===== src/rtl/level_ctrl.sv =====
// Game speed level controller: rally hits step the level up, a miss steps it down and opens a penalty window.
// Manual up/down buttons are synchronized and edge-detected; all outputs are registered one cycle after the event.
module level_ctrl #(
    parameter int unsigned HITS_PER_LEVEL = 4,
    parameter int unsigned PENALTY_CYC    = 8,
    parameter logic [1:0]  START_LEVEL    = 2'b00
) (
    input  logic       clk_lf,
    input  logic       btnC_n,
    input  logic       hit,
    input  logic       miss,
    input  logic       btnU,
    input  logic       btnD,
    output logic [1:0] level,
    output logic [3:0] hit_cnt,
    output logic       lvl_up,
    output logic       lvl_dn,
    output logic       penalty
);

    localparam logic [0:0] ST_RALLY   = 1'b0;
    localparam logic [0:0] ST_PENALTY = 1'b1;
    localparam logic [3:0] HIT_LAST   = 4'(HITS_PER_LEVEL - 1);
    localparam logic [7:0] PEN_LOAD   = 8'(PENALTY_CYC - 1);

    logic       up_s1_q, up_s2_q, up_s3_q;
    logic       up_s1_d, up_s2_d, up_s3_d;
    logic       dn_s1_q, dn_s2_q, dn_s3_q;
    logic       dn_s1_d, dn_s2_d, dn_s3_d;
    logic       up_evt, dn_evt;

    logic [0:0] state_q, state_d;
    logic [7:0] pen_cnt_q, pen_cnt_d;
    logic [1:0] level_q, level_d;
    logic [3:0] hit_cnt_q, hit_cnt_d;
    logic       lvl_up_q, lvl_up_d;
    logic       lvl_dn_q, lvl_dn_d;

    always_comb begin
        // s1/s2 form the synchronizer, s3 holds the previous synchronized value for edge detection
        up_s1_d = btnU;
        up_s2_d = up_s1_q;
        up_s3_d = up_s2_q;
        dn_s1_d = btnD;
        dn_s2_d = dn_s1_q;
        dn_s3_d = dn_s2_q;
        up_evt  = up_s2_q & ~up_s3_q;
        dn_evt  = dn_s2_q & ~dn_s3_q;
    end

    always_comb begin
        state_d   = state_q;
        pen_cnt_d = pen_cnt_q;
        level_d   = level_q;
        hit_cnt_d = hit_cnt_q;
        lvl_up_d  = 1'b0;
        lvl_dn_d  = 1'b0;

        // The penalty window runs down independently of manual level changes.
        if (state_q == ST_PENALTY) begin
            if (pen_cnt_q == 8'd0) begin
                state_d = ST_RALLY;
            end else begin
                pen_cnt_d = pen_cnt_q - 8'd1;
            end
        end

        if (miss) begin
            hit_cnt_d = 4'd0;
            state_d   = ST_PENALTY;
            pen_cnt_d = PEN_LOAD;
            if (level_q != 2'b00) begin
                level_d  = level_q - 2'd1;
                lvl_dn_d = 1'b1;
            end
        end else if (up_evt) begin
            hit_cnt_d = 4'd0;
            if (level_q != 2'b11) begin
                level_d  = level_q + 2'd1;
                lvl_up_d = 1'b1;
            end
        end else if (dn_evt) begin
            hit_cnt_d = 4'd0;
            if (level_q != 2'b00) begin
                level_d  = level_q - 2'd1;
                lvl_dn_d = 1'b1;
            end
        end else if (hit && (state_q == ST_RALLY)) begin
            if (hit_cnt_q == HIT_LAST) begin
                // At top speed the count parks at the last value instead of wrapping.
                if (level_q != 2'b11) begin
                    level_d   = level_q + 2'd1;
                    hit_cnt_d = 4'd0;
                    lvl_up_d  = 1'b1;
                end
            end else begin
                hit_cnt_d = hit_cnt_q + 4'd1;
            end
        end
    end

    always_ff @(posedge clk_lf or negedge btnC_n) begin
        if (!btnC_n) begin
            up_s1_q   <= 1'b0;
            up_s2_q   <= 1'b0;
            up_s3_q   <= 1'b0;
            dn_s1_q   <= 1'b0;
            dn_s2_q   <= 1'b0;
            dn_s3_q   <= 1'b0;
            state_q   <= ST_RALLY;
            pen_cnt_q <= 8'd0;
            level_q   <= START_LEVEL;
            hit_cnt_q <= 4'd0;
            lvl_up_q  <= 1'b0;
            lvl_dn_q  <= 1'b0;
        end else begin
            up_s1_q   <= up_s1_d;
            up_s2_q   <= up_s2_d;
            up_s3_q   <= up_s3_d;
            dn_s1_q   <= dn_s1_d;
            dn_s2_q   <= dn_s2_d;
            dn_s3_q   <= dn_s3_d;
            state_q   <= state_d;
            pen_cnt_q <= pen_cnt_d;
            level_q   <= level_d;
            hit_cnt_q <= hit_cnt_d;
            lvl_up_q  <= lvl_up_d;
            lvl_dn_q  <= lvl_dn_d;
        end
    end

    assign level   = level_q;
    assign hit_cnt = hit_cnt_q;
    assign lvl_up  = lvl_up_q;
    assign lvl_dn  = lvl_dn_q;
    assign penalty = (state_q == ST_PENALTY);

endmodule


===== config.mk =====
export PLATFORM = sky130hd
export DESIGN_NAME = level_ctrl
export DESIGN_NICKNAME = d
export VERILOG_FILES = /design/src/rtl/level_ctrl.sv
export SDC_FILE = /design/constraint.sdc
export NUM_CORES = 1
export LEC_CHECK = 0
export ABC_AREA = 1
export CAP_MARGIN = 40
export CORE_UTILIZATION = 25
export CTS_CLUSTER_SIZE = 20
export DETAILED_ROUTE_END_ITERATION = 16
export GPL_TIMING_DRIVEN = 0
export MAX_ROUTING_LAYER = met4
export PLACE_DENSITY = 0.4
export SLEW_MARGIN = 20
export SYNTH_ARGS = -nofsm -noshare
export SYNTH_HDL_FRONTEND = slang
export SYNTH_SLANG_ARGS = --single-unit

===== constraint.sdc =====
create_clock -name clk_lf -period 3.85 [get_ports clk_lf]
set_input_delay 0.5775 -clock clk_lf [delete_from_list [all_inputs] [get_ports clk_lf]]
set_output_delay 0.5775 -clock clk_lf [all_outputs]
set_load 0.005 [all_outputs]

==> results.txt <==
The flow ran to the end, and the final reports show no timing, DRC or antenna violations. Buffers placed on the I/O ports in this run total 14. The share of the synthesized area in the top cell type is between 40% and 50%. The minimum clock period is around 1.9 ns. Clock latency on the worst-skew pair, taken at its later pin, is 0.26 ns. VDD sags by at most 0.238 mV. For this run, the total global-route usage over all layers was measured as 11.0%. The slew at the pin closest to its max-slew limit came out at ~0.52 ns. The critical path starts at penalty$_DFF_PN0_. The total vias in the final route came out at 937.

The number of buffers inserted to repair setup after CTS came out at 0. The maximum number of pins on one net before global-route repair is 24. For this run, the detailed router's first-pass iteration total came to 4. At the end of the flow, the number of nets in the layout was 171. Max-cap violations in this run came to 0. Wire segments on met3 add up to 80 um in the final route. Cells with a size suffix above 1 make up under 10% of the layout. The total length of routed met2 wires is 1.09 mm. The worst setup path is of the reg -> out kind. The vertical extent of the die is 69.9 um. The maximum clock skew at final layout is 0.00527 ns.

Among all flip-flop cells after synthesis, the most frequent one is sky130_fd_sc_hd__dfrtp_1. The number of pins with negative max-slew slack in the final report is 0. The mean instance size in the synthesized netlist is between 8 and 9 um2. Once the clock tree was built, the resizer swapped 0 gates to a different size. The row count came out at 24.

The global route total overflow came out at 0. The setup slack at placement is 2.08 ns. The count of pins on the block boundary is 15. STA classifies the critical path startpoint as a flip-flop.

In this run the clock root is driven by a sky130_fd_sc_hd__clkbuf_8. The worst-path maximum fanout is 4. The worst-case register-to-register setup slack came out at 2.40 ns. The full die area came out at 0.00488 mm2.

The standard cell core area came out at 0.00438 mm2. The endpoint required time on the critical path is 3.27 ns. The cell count of the worst reg-to-reg path came out at 9. The initial antenna violation count came out at 0.

STA classifies the critical path endpoint as an output port. Using the TritonRoute via totals, the vias-per-cell ratio works out to about 4.4. The count of hold-fix buffers inserted at cts is 0. The end of the worst register-to-register path is pen_cnt_q[4]$_DFFE_PN0P_. The area of all placed cells without fillers came out at 0.00140 mm2.

After synthesis, the cell types taking the most area are sky130_fd_sc_hd__dfrtp_1 (50%), sky130_fd_sc_hd__nand2_1 (15%), sky130_fd_sc_hd__inv_1 (6.8%), sky130_fd_sc_hd__nand3_1 (4.8%), sky130_fd_sc_hd__nor2_1 (4.2%). The starting density of the core came out at 26.3%. The path class of the tightest hold or removal check is in -> async. The worst setup margin came out at 1.99 ns.

Counting every sink on the clock net gives 23. The data arrival at the endpoint of the critical path came out at 1.28 ns. The commonest cells after synthesis are sky130_fd_sc_hd__nand2_1 (45), sky130_fd_sc_hd__dfrtp_1 (23), sky130_fd_sc_hd__inv_1 (21), sky130_fd_sc_hd__nor2_1 (13), sky130_fd_sc_hd__nand3_1 (11). The HPWL after detailed placement is 1.71 mm. The number of DRC markers after the initial detailed-route iteration came out at slightly above 50. Sequential elements use 49.9% of the synthesized area. The post-synthesis register bit count is 23.

The signal on the critical path passes through clkdlybuf4s50_1. The startpoint of the most critical register-to-register path is pen_cnt_q[0]$_DFFE_PN0P_. The routed wirelength normalized by instance count came out at 10.9 um. The clock tree from TritonCTS is yes.

After detailed routing, the total wire length is 2.33 mm. Setup repair after global routing left no endpoint under its margin. In the finished design, the share of the clock period the worst path needs comes to between 40% and 50%.

The net count after synthesis came out at 152. The remaining routing DRC violations came out at 0. The total clock buffers created by CTS came out at 3. Summing every instance area after synthesis gives 0.00115 mm2. The placed standard-cell area is 0.00135 mm2. The length of routed wiring on met1 came out at 1.14 mm. The cell total after placement came out at 210.

The number of hold violations in the final report came out at 0. The leakage component of the power is 0.743 nW. Broken down by cell family, the worst path's largest delay share belongs to buffers and inverters. Synthesis instantiated 20 different standard cells from the library. The remaining antenna violation count after routing is 0. The signed area change from the synthesized netlist to the final layout came out at 21.4%. The synthesis warning total came out at 0. In the synthesized netlist, the number of instances is about 140. Routability-driven placement finished with a final weighted congestion of 0.736. The count of inserted antenna diode cells came out at 0.

After clock tree synthesis, the clock-pin slew on the worst setup and hold paths is 0.08 ns. The power density of the placed cells came out at 358 mW/mm2. The maximum level of the CTS H-tree came out at 1. The number of setup violations in the final report came out at 0.

The delay contributed by the slowest stage of the critical path came out at 0.54 ns. The buffer and inverter count on the worst path is 1. The async set or reset register ratio after synthesis is between 90% and 100%. The number of buffers on the longest clock path came out at 2. The number of cells in the finished layout apart from fillers is 214. Among all stages on the critical path, the largest delay is contributed by sky130_fd_sc_hd__clkdlybuf4s50_1.

The cell type with the highest aggregate area in the netlist is sky130_fd_sc_hd__dfrtp_1. The via count of the first global-routing pass is between 900 and 1000. The die is 69.9 um wide. Yosys mapped a number of flops with a built-in enable equal to 0. Adding up every negative setup slack in the final design gives 0 ns.

Measured against its own limit, the worst slew margin works out to between 60% and 70%. The final total power came out at 0.501 mW. The highest layer touched by signal routing is met4. The first global-routing pass estimated between 4 and 5 mm of wire. The cell with the most instances after synthesis is sky130_fd_sc_hd__nand2_1. Based on the critical path, the design can be clocked at up to 539 MHz.
==> layout by cell type, fill, tap and decap left out <==
cell,instances
sky130_fd_sc_hd__nand2_1,45
sky130_fd_sc_hd__dfrtp_1,23
sky130_fd_sc_hd__inv_1,21
sky130_fd_sc_hd__nor2_1,13
sky130_fd_sc_hd__clkdlybuf4s50_1,13
sky130_fd_sc_hd__nand3_1,11
sky130_fd_sc_hd__nand4_1,7
sky130_fd_sc_hd__o21ai_0,5
sky130_fd_sc_hd__clkbuf_8,3
sky130_fd_sc_hd__buf_2,2
sky130_fd_sc_hd__inv_2,2
sky130_fd_sc_hd__nor2_4,2
sky130_fd_sc_hd__nand2_4,2
sky130_fd_sc_hd__o21ai_1,2
sky130_fd_sc_hd__a21oi_1,2
sky130_fd_sc_hd__ha_1,2
sky130_fd_sc_hd__a31oi_1,1
sky130_fd_sc_hd__o21ai_4,1
sky130_fd_sc_hd__clkinv_4,1
sky130_fd_sc_hd__nor2_2,1
sky130_fd_sc_hd__xor2_1,1
sky130_fd_sc_hd__nand3b_1,1
sky130_fd_sc_hd__clkinv_2,1
==> kinds of logic after synthesis <==
group	Yosys count	synth area share (%)
buffers and inverters	25	8.69
AO/OA/AOI/OAI	11	5.86
AND/OR/NAND/NOR	82	32.6
XOR/XNOR	1	0.760
adder cells (fa/ha/maj)	2	2.17
flip-flops	23	49.9
==> stage by stage <==
step	util, %	hold slack (ns)
after global routing	31.9	0.326
final	31.9	0.283
after floorplan	-	0.282
after detailed placement	30.9	0.336
after CTS	31.9	0.305
after global placement	31.0	0.332
==> registers in the layout (all words and copies together) (netlist names) <==
signal     cells
pen_cnt_q      8
hit_cnt        4
level          2
dn_s1_q        1
dn_s2_q        1
dn_s3_q        1
lvl_dn         1
lvl_up         1
penalty        1
up_s1_q        1
up_s2_q        1
up_s3_q        1
==> routing by layer <==
layer,global-route usage (%),vias up
li1,-,484
met1,14.6,440
met2,16.7,11
met3,3.17,2
met4,2.67,0
met5,-,-
==> power breakdown <==
| group | internal [mW] | leakage [nW] | switching, mW |
|---|---|---|---|
| sequential | 0.259 | 0.285 | 0.0142 |
| combinational | 0.0380 | 0.433 | 0.0400 |
| clock | 0.0722 | 0.0255 | 0.0780 |
| total | 0.369 | 0.743 | 0.132 |
==> cell type report <==
class                   count  area, um2
clock inverters             1       5.00
clock buffers               3       41.3
flip-flops and latches     23        576
plain buffers               1       5.00
well taps                  52       65.1
fillers                   488       2990
repair buffers             14        135
multi-input cells          96        477
inverters                  24       95.1
==> how the worst max path moves through the flow <==
stage                                to  cells after the start
2_1_floorplan  pen_cnt_q[1]$_DFFE_PN0P_                      9
3_3_place_gp   pen_cnt_q[2]$_DFFE_PN0P_                      1
3_5_place_dp     hit_cnt[3]$_DFFE_PN0P_                      8
4_1_cts                         penalty                      1
5_1_grt                         penalty                      1
6_report                        penalty                      1
Note: power is estimated with default switching activity, not from simulation.
